[config.mk]
export PLATFORM = sky130hd
export DESIGN_NAME = dmem_arbiter_flat
export DESIGN_NICKNAME = d
export VERILOG_FILES = /design/src/rtl/dmem_arbiter_pkg.sv /design/src/rtl/dmem_arbiter_if.sv /design/src/rtl/dmem_arb_rr_pick.sv /design/src/rtl/dmem_arbiter.sv /design/src/flat_wrapper.sv
export SDC_FILE = /design/constraint.sdc
export NUM_CORES = 1
export LEC_CHECK = 0
export BUFFER_PORTS_ARGS = -buffer_cell sky130_fd_sc_hd__buf_4
export CAP_MARGIN = 10
export CELL_PAD_IN_SITES_DETAIL_PLACEMENT = 0
export CELL_PAD_IN_SITES_GLOBAL_PLACEMENT = 1
export CORE_ASPECT_RATIO = 1.75
export CORE_MARGIN = 3
export CORE_UTILIZATION = 18
export CTS_BUF_LIST = sky130_fd_sc_hd__clkbuf_16
export DETAILED_ROUTE_END_ITERATION = 6
export GPL_ROUTABILITY_DRIVEN = 1
export PLACE_DENSITY_LB_ADDON = 0.08
export SLEW_MARGIN = 20
export SYNTH_ARGS = -nofsm -noshare
export SYNTH_HDL_FRONTEND = slang
export SYNTH_HIERARCHICAL = 1
export SYNTH_SLANG_ARGS = --single-unit
[constraint.sdc]
create_clock -name clk -period 3 [get_ports clk]
set_input_delay 0.15 -clock clk [delete_from_list [all_inputs] [get_ports clk]]
set_output_delay 0.15 -clock clk [all_outputs]
set_load 0.01 [all_outputs]
[src/rtl/dmem_arbiter_pkg.sv]
//------------------------------------------------------------------------------
// Module      : dmem_arbiter_pkg
// Description : State encodings and master IDs shared by the data-memory arbiter.
// Revision    : 1.0 - initial release
//------------------------------------------------------------------------------
`default_nettype none

`define DMEM_ARB_ST_ARB   2'd0
`define DMEM_ARB_ST_LOCK0 2'd1
`define DMEM_ARB_ST_LOCK1 2'd2

package dmem_arbiter_pkg;

   localparam logic MASTER_CPU = 1'b0;
   localparam logic MASTER_AUX = 1'b1;

   typedef enum logic [1:0] {
      ST_ARB   = `DMEM_ARB_ST_ARB,
      ST_LOCK0 = `DMEM_ARB_ST_LOCK0,
      ST_LOCK1 = `DMEM_ARB_ST_LOCK1
   } arb_state_e;

endpackage : dmem_arbiter_pkg

`default_nettype wire

[src/rtl/dmem_arbiter_if.sv]
//------------------------------------------------------------------------------
// Module      : dmem_arbiter_if
// Description : Bundle of both master ports and the memory-side port.
//               DMEM_ARB_STATS_EN adds the grant/forced-release counter outputs.
// Revision    : 1.0 - initial release
//------------------------------------------------------------------------------
`default_nettype none

interface dmem_arbiter_if #(
   parameter int unsigned DBITS         = 32,
   parameter int unsigned DMEMINDEXBITS = 11
);

   logic                     m0_req;
   logic                     m0_wrtEn;
   logic                     m0_lock;
   logic [DMEMINDEXBITS-1:0] m0_index;
   logic [DBITS-1:0]         m0_dataIn;
   logic                     m0_gnt;
   logic                     m0_rdValid;
   logic [DBITS-1:0]         m0_dataOut;

   logic                     m1_req;
   logic                     m1_wrtEn;
   logic                     m1_lock;
   logic [DMEMINDEXBITS-1:0] m1_index;
   logic [DBITS-1:0]         m1_dataIn;
   logic                     m1_gnt;
   logic                     m1_rdValid;
   logic [DBITS-1:0]         m1_dataOut;

   logic                     mem_wrtEn;
   logic [DMEMINDEXBITS-1:0] mem_index;
   logic [DBITS-1:0]         mem_dataIn;
   logic [DBITS-1:0]         mem_dataOut;

`ifdef DMEM_ARB_STATS_EN
   logic [31:0]              m0_grantCnt;
   logic [31:0]              m1_grantCnt;
   logic [15:0]              forceRelCnt;
`endif

   // Arbiter side
   modport slave (
      input  m0_req, m0_wrtEn, m0_lock, m0_index, m0_dataIn,
      output m0_gnt, m0_rdValid, m0_dataOut,
      input  m1_req, m1_wrtEn, m1_lock, m1_index, m1_dataIn,
      output m1_gnt, m1_rdValid, m1_dataOut,
      output mem_wrtEn, mem_index, mem_dataIn,
      input  mem_dataOut
`ifdef DMEM_ARB_STATS_EN
      ,
      output m0_grantCnt, m1_grantCnt, forceRelCnt
`endif
   );

   // Requesters and memory side
   modport master (
      output m0_req, m0_wrtEn, m0_lock, m0_index, m0_dataIn,
      input  m0_gnt, m0_rdValid, m0_dataOut,
      output m1_req, m1_wrtEn, m1_lock, m1_index, m1_dataIn,
      input  m1_gnt, m1_rdValid, m1_dataOut,
      input  mem_wrtEn, mem_index, mem_dataIn,
      output mem_dataOut
`ifdef DMEM_ARB_STATS_EN
      ,
      input  m0_grantCnt, m1_grantCnt, forceRelCnt
`endif
   );

endinterface : dmem_arbiter_if

`default_nettype wire

[src/rtl/dmem_arb_rr_pick.sv]
//------------------------------------------------------------------------------
// Module      : dmem_arb_rr_pick
// Description : Two-way combinational round-robin selector with lock mask.
// Revision    : 1.0 - initial release
//------------------------------------------------------------------------------
`default_nettype none

module dmem_arb_rr_pick
   import dmem_arbiter_pkg::*;
(
   input  logic [1:0] req_i,
   input  logic       lastGrant_i,
   input  logic [1:0] lockMask_i,
   output logic [1:0] gnt_o
);

   logic [1:0] eligible;

   always_comb begin
      gnt_o    = 2'b00;
      eligible = req_i & lockMask_i;
      unique case (eligible)
         2'b01:   gnt_o = 2'b01;
         2'b10:   gnt_o = 2'b10;
         // On a tie the master that was not served last wins
         2'b11:   gnt_o = (lastGrant_i == MASTER_CPU) ? 2'b10 : 2'b01;
         default: gnt_o = 2'b00;
      endcase
   end

endmodule : dmem_arb_rr_pick

`default_nettype wire

[src/rtl/dmem_arbiter.sv]
//------------------------------------------------------------------------------
// Module      : dmem_arbiter
// Description : Round-robin arbiter with bounded lock sharing one data memory
//               between two masters. DMEM_ARB_STATS_EN enables grant counters.
// Revision    : 1.0 - initial release
//------------------------------------------------------------------------------
`default_nettype none

module dmem_arbiter
   import dmem_arbiter_pkg::*;
#(
   parameter int unsigned DBITS         = 32,
   parameter int unsigned DMEMINDEXBITS = 11,
   parameter int unsigned LOCK_MAX      = 8
)(
   input  logic           clk,
   input  logic           reset,
   dmem_arbiter_if.slave  bus
);

   localparam int unsigned     CW         = $clog2(LOCK_MAX + 1);
   localparam logic [CW-1:0]   LOCK_MAX_C = CW'(LOCK_MAX);
   localparam logic [CW-1:0]   LOCK_ONE   = CW'(1);

   arb_state_e    state_q, state_d;
   logic          lastGrant_q, lastGrant_d;
   logic [CW-1:0] lockCnt_q, lockCnt_d;
   logic [1:0]    rdPend_q, rdPend_d;

   logic [1:0]    lockMask;
   logic [1:0]    pickGnt;
   logic [1:0]    gnt;

   dmem_arb_rr_pick u_pick (
      .req_i       ({bus.m1_req, bus.m0_req}),
      .lastGrant_i (lastGrant_q),
      .lockMask_i  (lockMask),
      .gnt_o       (pickGnt)
   );

   always_ff @(posedge clk) begin
      if (reset) begin
         state_q     <= ST_ARB;
         lastGrant_q <= MASTER_AUX;
         lockCnt_q   <= '0;
         rdPend_q    <= '0;
      end else begin
         state_q     <= state_d;
         lastGrant_q <= lastGrant_d;
         lockCnt_q   <= lockCnt_d;
         rdPend_q    <= rdPend_d;
      end
   end

   always_comb begin
      state_d     = state_q;
      lastGrant_d = lastGrant_q;
      lockCnt_d   = lockCnt_q;
      lockMask    = 2'b11;

      unique case (state_q)
         ST_LOCK0: lockMask = 2'b01;
         ST_LOCK1: lockMask = 2'b10;
         default:  lockMask = 2'b11;
      endcase

      // Nothing is issued while reset is held, including writes
      gnt = reset ? 2'b00 : pickGnt;

      if (gnt[0]) lastGrant_d = MASTER_CPU;
      if (gnt[1]) lastGrant_d = MASTER_AUX;

      unique case (state_q)
         ST_ARB: begin
            lockCnt_d = '0;
            if (gnt[0] && bus.m0_lock) begin
               state_d   = ST_LOCK0;
               lockCnt_d = LOCK_ONE;
            end else if (gnt[1] && bus.m1_lock) begin
               state_d   = ST_LOCK1;
               lockCnt_d = LOCK_ONE;
            end
         end
         ST_LOCK0: begin
            if (!bus.m0_lock || lockCnt_q == LOCK_MAX_C) begin
               state_d     = ST_ARB;
               lockCnt_d   = '0;
               lastGrant_d = MASTER_CPU;
            end else begin
               lockCnt_d = lockCnt_q + LOCK_ONE;
            end
         end
         ST_LOCK1: begin
            if (!bus.m1_lock || lockCnt_q == LOCK_MAX_C) begin
               state_d     = ST_ARB;
               lockCnt_d   = '0;
               lastGrant_d = MASTER_AUX;
            end else begin
               lockCnt_d = lockCnt_q + LOCK_ONE;
            end
         end
         default: begin
            state_d   = ST_ARB;
            lockCnt_d = '0;
         end
      endcase

      rdPend_d = gnt & ~{bus.m1_wrtEn, bus.m0_wrtEn};
   end

   always_comb begin
      bus.mem_wrtEn  = 1'b0;
      bus.mem_index  = {DMEMINDEXBITS{1'b0}};
      bus.mem_dataIn = {DBITS{1'b0}};
      if (gnt[0]) begin
         bus.mem_wrtEn  = bus.m0_wrtEn;
         bus.mem_index  = bus.m0_index;
         bus.mem_dataIn = bus.m0_dataIn;
      end else if (gnt[1]) begin
         bus.mem_wrtEn  = bus.m1_wrtEn;
         bus.mem_index  = bus.m1_index;
         bus.mem_dataIn = bus.m1_dataIn;
      end
   end

   assign bus.m0_gnt     = gnt[0];
   assign bus.m1_gnt     = gnt[1];
   // A read pending across a reset edge is dropped here and by the register clear
   assign bus.m0_rdValid = rdPend_q[0] & ~reset;
   assign bus.m1_rdValid = rdPend_q[1] & ~reset;
   assign bus.m0_dataOut = bus.mem_dataOut;
   assign bus.m1_dataOut = bus.mem_dataOut;

`ifdef DMEM_ARB_STATS_EN
   logic [31:0] m0GrantCnt_q;
   logic [31:0] m1GrantCnt_q;
   logic [15:0] forceRelCnt_q;
   logic        forceRel;

   assign forceRel = !reset && (lockCnt_q == LOCK_MAX_C) &&
                     ((state_q == ST_LOCK0 && bus.m0_lock) ||
                      (state_q == ST_LOCK1 && bus.m1_lock));

   always_ff @(posedge clk) begin
      if (reset) begin
         m0GrantCnt_q  <= '0;
         m1GrantCnt_q  <= '0;
         forceRelCnt_q <= '0;
      end else begin
         if (gnt[0]) m0GrantCnt_q <= m0GrantCnt_q + 32'd1;
         if (gnt[1]) m1GrantCnt_q <= m1GrantCnt_q + 32'd1;
         if (forceRel && forceRelCnt_q != 16'hFFFF)
            forceRelCnt_q <= forceRelCnt_q + 16'd1;
      end
   end

   assign bus.m0_grantCnt = m0GrantCnt_q;
   assign bus.m1_grantCnt = m1GrantCnt_q;
   assign bus.forceRelCnt = forceRelCnt_q;
`endif

endmodule : dmem_arbiter

`default_nettype wire
[src/flat_wrapper.sv]
// flat-port wrapper written by rule: the top's interface ports become plain ports
module dmem_arbiter_flat import dmem_arbiter_pkg::*;
#(
   parameter int unsigned DBITS         = 32,
   parameter int unsigned DMEMINDEXBITS = 11,
   parameter int unsigned LOCK_MAX      = 8
)
  (clk, reset, bus_m0_req, bus_m0_wrtEn, bus_m0_lock, bus_m0_index, bus_m0_dataIn, bus_m0_gnt, bus_m0_rdValid, bus_m0_dataOut, bus_m1_req, bus_m1_wrtEn, bus_m1_lock, bus_m1_index, bus_m1_dataIn, bus_m1_gnt, bus_m1_rdValid, bus_m1_dataOut, bus_mem_wrtEn, bus_mem_index, bus_mem_dataIn, bus_mem_dataOut);
  dmem_arbiter_if #(.DBITS(DBITS), .DMEMINDEXBITS(DMEMINDEXBITS)) bus_i ();
  input  logic clk;
  input  logic reset;
  input wire logic [$bits(bus_i.m0_req)-1:0] bus_m0_req;
  input wire logic [$bits(bus_i.m0_wrtEn)-1:0] bus_m0_wrtEn;
  input wire logic [$bits(bus_i.m0_lock)-1:0] bus_m0_lock;
  input wire logic [$bits(bus_i.m0_index)-1:0] bus_m0_index;
  input wire logic [$bits(bus_i.m0_dataIn)-1:0] bus_m0_dataIn;
  output wire logic [$bits(bus_i.m0_gnt)-1:0] bus_m0_gnt;
  output wire logic [$bits(bus_i.m0_rdValid)-1:0] bus_m0_rdValid;
  output wire logic [$bits(bus_i.m0_dataOut)-1:0] bus_m0_dataOut;
  input wire logic [$bits(bus_i.m1_req)-1:0] bus_m1_req;
  input wire logic [$bits(bus_i.m1_wrtEn)-1:0] bus_m1_wrtEn;
  input wire logic [$bits(bus_i.m1_lock)-1:0] bus_m1_lock;
  input wire logic [$bits(bus_i.m1_index)-1:0] bus_m1_index;
  input wire logic [$bits(bus_i.m1_dataIn)-1:0] bus_m1_dataIn;
  output wire logic [$bits(bus_i.m1_gnt)-1:0] bus_m1_gnt;
  output wire logic [$bits(bus_i.m1_rdValid)-1:0] bus_m1_rdValid;
  output wire logic [$bits(bus_i.m1_dataOut)-1:0] bus_m1_dataOut;
  output wire logic [$bits(bus_i.mem_wrtEn)-1:0] bus_mem_wrtEn;
  output wire logic [$bits(bus_i.mem_index)-1:0] bus_mem_index;
  output wire logic [$bits(bus_i.mem_dataIn)-1:0] bus_mem_dataIn;
  input wire logic [$bits(bus_i.mem_dataOut)-1:0] bus_mem_dataOut;
  assign bus_i.m0_req = bus_m0_req;
  assign bus_i.m0_wrtEn = bus_m0_wrtEn;
  assign bus_i.m0_lock = bus_m0_lock;
  assign bus_i.m0_index = bus_m0_index;
  assign bus_i.m0_dataIn = bus_m0_dataIn;
  assign bus_m0_gnt = bus_i.m0_gnt;
  assign bus_m0_rdValid = bus_i.m0_rdValid;
  assign bus_m0_dataOut = bus_i.m0_dataOut;
  assign bus_i.m1_req = bus_m1_req;
  assign bus_i.m1_wrtEn = bus_m1_wrtEn;
  assign bus_i.m1_lock = bus_m1_lock;
  assign bus_i.m1_index = bus_m1_index;
  assign bus_i.m1_dataIn = bus_m1_dataIn;
  assign bus_m1_gnt = bus_i.m1_gnt;
  assign bus_m1_rdValid = bus_i.m1_rdValid;
  assign bus_m1_dataOut = bus_i.m1_dataOut;
  assign bus_mem_wrtEn = bus_i.mem_wrtEn;
  assign bus_mem_index = bus_i.mem_index;
  assign bus_mem_dataIn = bus_i.mem_dataIn;
  assign bus_i.mem_dataOut = bus_mem_dataOut;
  dmem_arbiter #(.DBITS(DBITS), .DMEMINDEXBITS(DMEMINDEXBITS), .LOCK_MAX(LOCK_MAX)) u_core (.clk(clk), .reset(reset), .bus(bus_i));
endmodule
==> run metrics, run 1 <==
status=finished clean; die width=74.7 um; CP Class=flip-flop to output pin; initial antenna violation count=0; largest net degree at the start of global routing=47; core area=0.00796 mm^2; Pwr Density=378 mW/mm^2; number of global-route vias before repair=1,508; latest clock arrival within the worst-skew pair=240 ps; Yosys Warn Count=6; Crit path buffers/inverters=4; final setup fails=0; post-layout min period=2550 ps; 1st-pass router iterations=4; Post-DP HPWL=5160 um; fmax=392 MHz; number of CTS-inserted buffers=3; Pleak=1.16 nW; # diodes=0; Worst setup endpoint=bus_mem_dataIn[28]; H-tree level count=1; peak supply drop=0.369 mV; total power=0.844 mW; Layout Skew=1.73 ps; final worst setup slack=446 ps; Min-Delay Path Class=input pin to flip-flop; drt via density=4.60; Final Util=28.0%; Worst-path clk slew=40 ps; Worst Max-Slew Pin Slew=506 ps; crit-path cells=inv_1 -> ha_1 -> inv_1 -> nand2_1 -> a31oi_1 -> nand2b_1 -> nor2_4 -> buf_4 -> a22o_1 -> buf_4; wire per inst=18.0 um; slowest CP cell=buf_4; Hold Vio Cnt, Final=0; Max clock buf depth=2; Syn Inst Count=182; All-Layer GR Usage=11.7%; CP max FO=44; Syn Area/Cell=8.17 um^2; unrepaired setup endpoints after global routing=false; Routability Congestion=0.758; PostCTS Resize Cnt=0; sequential fraction of the synthesis area=12.1%; postcts setup bufs=0; number of DRC markers in iteration 0=38; Final period util=85.1%; critical path's top delay family=buffers and inverters; CP max stage delay=420 ps; gr ovfl total=0; Die Span Y=126 um; Fillers=870; Antenna Nets Post-Route=0; Final Instance Count excl. Fillers=346; Setup WS pre-CTS=668 ps; synthesized area=0.00149 mm^2; Total Wirelength=6240 um; total number of vias=1,593; drt drc=0; layout cells sized above 1=59.4%; first-pass GRT wire length=8500 um; worst reg2reg startpoint=u_core/state_q[0]; # nets final=391; Net Count, Synth=316; Area contributors post-synth=buf_4 (32%), a22o_1 (27%), dfxtp_1 (12%), ha_1 (6.7%), buf_2 (3.0%); Yosys cell types=30; Setup TNS=0 ps; relative slew slack=66.3%; CTS Hold Bufs=0; row count=43; Die ar.=0.00943 mm^2; max cap viols=0; Required @ worst endpoint=2850 ps; Area Growth Syn to Fin=50.2%; WP depth=10; Synth Register Bits=9; clk sinks=9; Worst Setup SP=u_core/state_q[1]; Port Buffer Count=141; crit start category=flip-flop; Post-Place Cells=342; reg-to-reg critical path endpoint=u_core/state_q[0]; cell taking the most area after synthesis=buf_4; clock root cell=clkbuf_16; Critical Path AT=2400 ps; TritonCTS clock tree=built; Slew Limit Fails=0; Starting Density=18.7%; num ports=238; Yosys top cell area share=32.3%; reg2reg setup slack=990 ps; reg2reg path depth=9; Setup crit end kind=output pin
state kept, by name, summed over array words and instances (netlist names):
name,cells
u_core/rdPend_q,2
u_core/state_q,2
u_core/lastGrant_q,1
u_core/lockCnt_q,4
Yosys cell counts:
cell	count
nand2b_1	1
nand2_1	3
o32ai_1	2
dfxtp_1	9
a22o_1	46
a211oi_1	2
and3b_1	1
xnor2_1	1
nand2b_4	1
a32oi_1	1
a31oi_1	2
o211a_1	1
nor2b_1	2
a22oi_1	1
buf_2	9
buf_4	64
a2111oi_0	1
or4_4	1
xor2_1	1
nor2_2	1
nand3b_1	1
a2bb2oi_1	1
nor2_1	5
or3b_2	1
nor3_1	1
o21ai_0	2
inv_2	1
nand3_1	2
inv_1	10
ha_1	8
worst min path at each step:
stage,startpoint,endpoint,slack (ps),cells after the start
5_1_grt,bus_m0_wrtEn,u_core/rdPend_q[0],100,2
2_1_floorplan,bus_m0_wrtEn,u_core/rdPend_q[0],220,1
3_3_place_gp,bus_mem_dataOut[23],bus_m0_dataOut[23],300,0
4_1_cts,bus_m0_wrtEn,u_core/rdPend_q[0],90,2
3_5_place_dp,bus_mem_dataOut[23],bus_m0_dataOut[23],300,0
6_report,bus_m0_wrtEn,u_core/rdPend_q[0],90,2
per-layer routing:
metal | global-route usage (%) | routed length (um) | vias to the layer above
met5 | 0 | 0 | -
met4 | 2.52 | 87 | 0
met3 | 4.87 | 872 | 12
met2 | 21.0 | 3070 | 126
met1 | 12.3 | 2210 | 716
li1 | - | - | 739
power breakdown:
group          internal (mW)  switching (mW)  total (mW)
registers              0.134          0.0131       0.147
logic                  0.254           0.203       0.457
clock network          0.176          0.0635       0.240
total                  0.565           0.280       0.844
area by class of cell:
class	count	area [um^2]	area share, %
clock buffers	3	75.1	3.36
repair buffers	143	1070	48.1
inverters	11	41.3	1.85
well taps	90	113	5.04
multi-input cells	89	744	33.4
clock inverters	1	5.00	0.224
flip-flops and latches	9	180	8.07
cell usage in the layout (no fill, tap or decap), drive strengths merged:
| cell type | Yosys | routed |
|---|---|---|
| or4 | 1 | 1 |
| a2111oi | 1 | 1 |
| a32oi | 1 | 1 |
| nor2b | 2 | 2 |
| nand3 | 2 | 2 |
| o32ai | 2 | 2 |
| a22o | 46 | 46 |
| and3b | 1 | 1 |
| or3b | 1 | 1 |
| nand3b | 1 | 1 |
| nand2b | 2 | 2 |
| buf | 73 | 143 |
| dfxtp | 9 | 9 |
| clkbuf | 0 | 3 |
| nor3 | 1 | 1 |
| a2bb2oi | 1 | 1 |
| nand2 | 3 | 3 |
| xnor2 | 1 | 1 |
| a31oi | 2 | 2 |
| xor2 | 1 | 1 |
| nor2 | 6 | 6 |
| o211a | 1 | 1 |
| a211oi | 2 | 2 |
| o21ai | 2 | 2 |
| a22oi | 1 | 1 |
| clkinv | 0 | 1 |
| inv | 11 | 11 |
| ha | 8 | 8 |
through the flow:
stage                     hold slack, ps  area, um^2
after floorplan                      222        1490
after global placement               300        2150
after detailed placement             300        2150
after CTS                           92.2        2230
after global routing                99.2        2230
final                               88.6        2230
cell families after synthesis:
logic type / Yosys count / share of synthesized area, %
adder cells (fa/ha/maj): 8 / 6.73
AND/OR/NAND/NOR: 20 / 8.08
AO/OA/AOI/OAI: 59 / 33.8
XOR/XNOR: 2 / 1.18
flip-flops: 9 / 12.1
buffers and inverters: 84 / 38.1
worst reg2reg max path, stage by stage, from the launching register on:
cell and delay, ps:
dfxtp_1 390, inv_1 120, ha_1 210, inv_1 70
o211a_1 300, nand2b_4 90, inv_2 50, buf_4 420
nand2_1 130, o32ai_1 140
No activity file was read; power rests on OpenSTA's default activity.
==> run 2: changes to the inputs <==
--- a/config.mk
+++ b/config.mk
@@ -16,6 +16,7 @@
 export DETAILED_ROUTE_END_ITERATION = 6
 export GPL_ROUTABILITY_DRIVEN = 1
 export PLACE_DENSITY_LB_ADDON = 0.08
+export REMOVE_ABC_BUFFERS = 1
 export SLEW_MARGIN = 20
 export SYNTH_ARGS = -nofsm -noshare
 export SYNTH_HDL_FRONTEND = slang
==> run metrics, run 2 (same netlist as run 1, synthesis figures left out) <==
post-layout min period=2510 ps; CTS Hold Bufs=0; drt via density=4.77; power share of the combinational group=55.1%; crit start category=flip-flop; Pwr Density=382 mW/mm^2; NetSw=0.289 mW; final worst setup slack=493 ps; PostCTS Resize Cnt=0; Slew Limit Fails=0; clk sinks=9; status=finished clean; Critical Path AT=2360 ps; number of CTS-inserted buffers=3; Power Internal=0.572 mW; relative slew slack=74.0%; Setup WS pre-CTS=738 ps; 1st-pass router iterations=4; fmax=399 MHz; Routability Congestion=0.784; peak supply drop=0.120 mV; Final Instance Count excl. Fillers=346; first-pass GRT wire length=12,200 um; number of global-route vias before repair=1,872; reg2reg setup slack=1100 ps; H-tree level count=1; gr ovfl total=0; initial antenna violation count=0; # nets final=391; Antenna Nets Post-Route=0; CP max FO=37; Post-DP HPWL=7800 um; Layout Skew=4.43 ps; largest net degree at the start of global routing=40; wire per inst=25.4 um; total number of vias=1,652; TritonCTS clock tree=built; latest clock arrival within the worst-skew pair=240 ps; CP Class=flip-flop to output pin; Setup TNS=0 ps; max reg flops=4; row count=43; Setup crit end kind=output pin; Design Area, Final=0.00226 mm^2; Top reg by flops=u_core/lockCnt_q; postcts setup bufs=0; Port Buffer Count=141; clock root cell=clkbuf_16; Post-Place Cells=342; Area Growth Syn to Fin=51.8%; biggest registers after layout=u_core/lockCnt_q x4, u_core/rdPend_q x2, u_core/state_q x2; drt drc=0; unrepaired setup endpoints after global routing=false; Min-Delay Path Class=input pin to flip-flop; die width=74.7 um; Cell Area, Placed=0.00218 mm^2; commonest non-fill, non-tap cells in the layout=buf_4 (141), a22o_1 (46), inv_1 (11); Final period util=83.6%; Die ar.=0.00943 mm^2; Hold Vio Cnt, Final=0; final setup fails=0; All-Layer GR Usage=18.1%; Total Wirelength=8780 um; part of the power in registers=17.2%; layout cells sized above 1=59.0%; Die Span Y=126 um; Clock Power Share=27.7%; # diodes=0; Switching Share=33.6%; most common cell after layout, fill and taps aside=buf_4; number of DRC markers in iteration 0=54; Pleak=1.16 nW; Starting Density=18.7%; Worst Max-Slew Pin Slew=380 ps; Max clock buf depth=2; num ports=238; Worst-path clk slew=40 ps; Required @ worst endpoint=2850 ps; max cap viols=0; core area=0.00796 mm^2
==> run 2: cell count changes in the layout (fill, tap and decap cells not counted) <==
cell      delta
clkinv_2     -1
buf_12       +2
inv_1        +1
buf_4        -2
==> run 2: final timing paths <==
kind | from | endpoint | depth (start not counted)
worst min-delay path | bus_m0_wrtEn | u_core/rdPend_q[0] | 2
worst max register to register | u_core/state_q[0] | u_core/state_q[0] | 9
worst min register to register | u_core/lockCnt_q[3] | u_core/lockCnt_q[3] | 2
worst max-delay path | u_core/state_q[1] | bus_mem_dataIn[4] | 10
==> run 2: critical path: stages, from the launching register on <==
cell and delay, ps:
dfxtp_1 370, inv_1 110, ha_1 190, inv_1 50
nand2_1 60, a31oi_1 310, nand2b_1 190, nor2_4 250
buf_12 250, a22o_1 200, buf_4 130
==> run 2: metrics by stage <==
step	power (mW)	utilization, %	hold slack [ps]
after floorplan	0.350	-	222
after global placement	0.638	27.3	300
after detailed placement	0.630	27.3	300
after CTS	0.876	28.3	74.9
after global routing	0.921	28.3	84.3
final	0.861	28.3	77.9
==> run 2: routing by layer <==
metal | wire length (um) | global-route usage [%]
met5 | 35 | 5.26
met4 | 78 | 3.56
met3 | 1970 | 15.8
met2 | 4430 | 31.0
met1 | 2260 | 15.1
==> run 2: final cells by class <==
| cell class | count | area [um^2] |
|---|---|---|
| fillers | 901 | 5710 |
| inverters | 11 | 41.3 |
| flip-flops and latches | 9 | 180 |
| multi-input cells | 89 | 744 |
| repair buffers | 143 | 1100 |
| well taps | 90 | 113 |
| clock buffers | 3 | 75.1 |
| clock inverters | 1 | 3.75 |
==> run 2: power by group through the flow <==
stage	Clock [mW]	Combinational (mW)	Sequential, mW
after floorplan	0	0.205	0.145
after global placement	0	0.487	0.151
after detailed placement	0	0.480	0.150
after CTS	0.245	0.482	0.149
after global routing	0.252	0.517	0.151
final	0.238	0.475	0.148
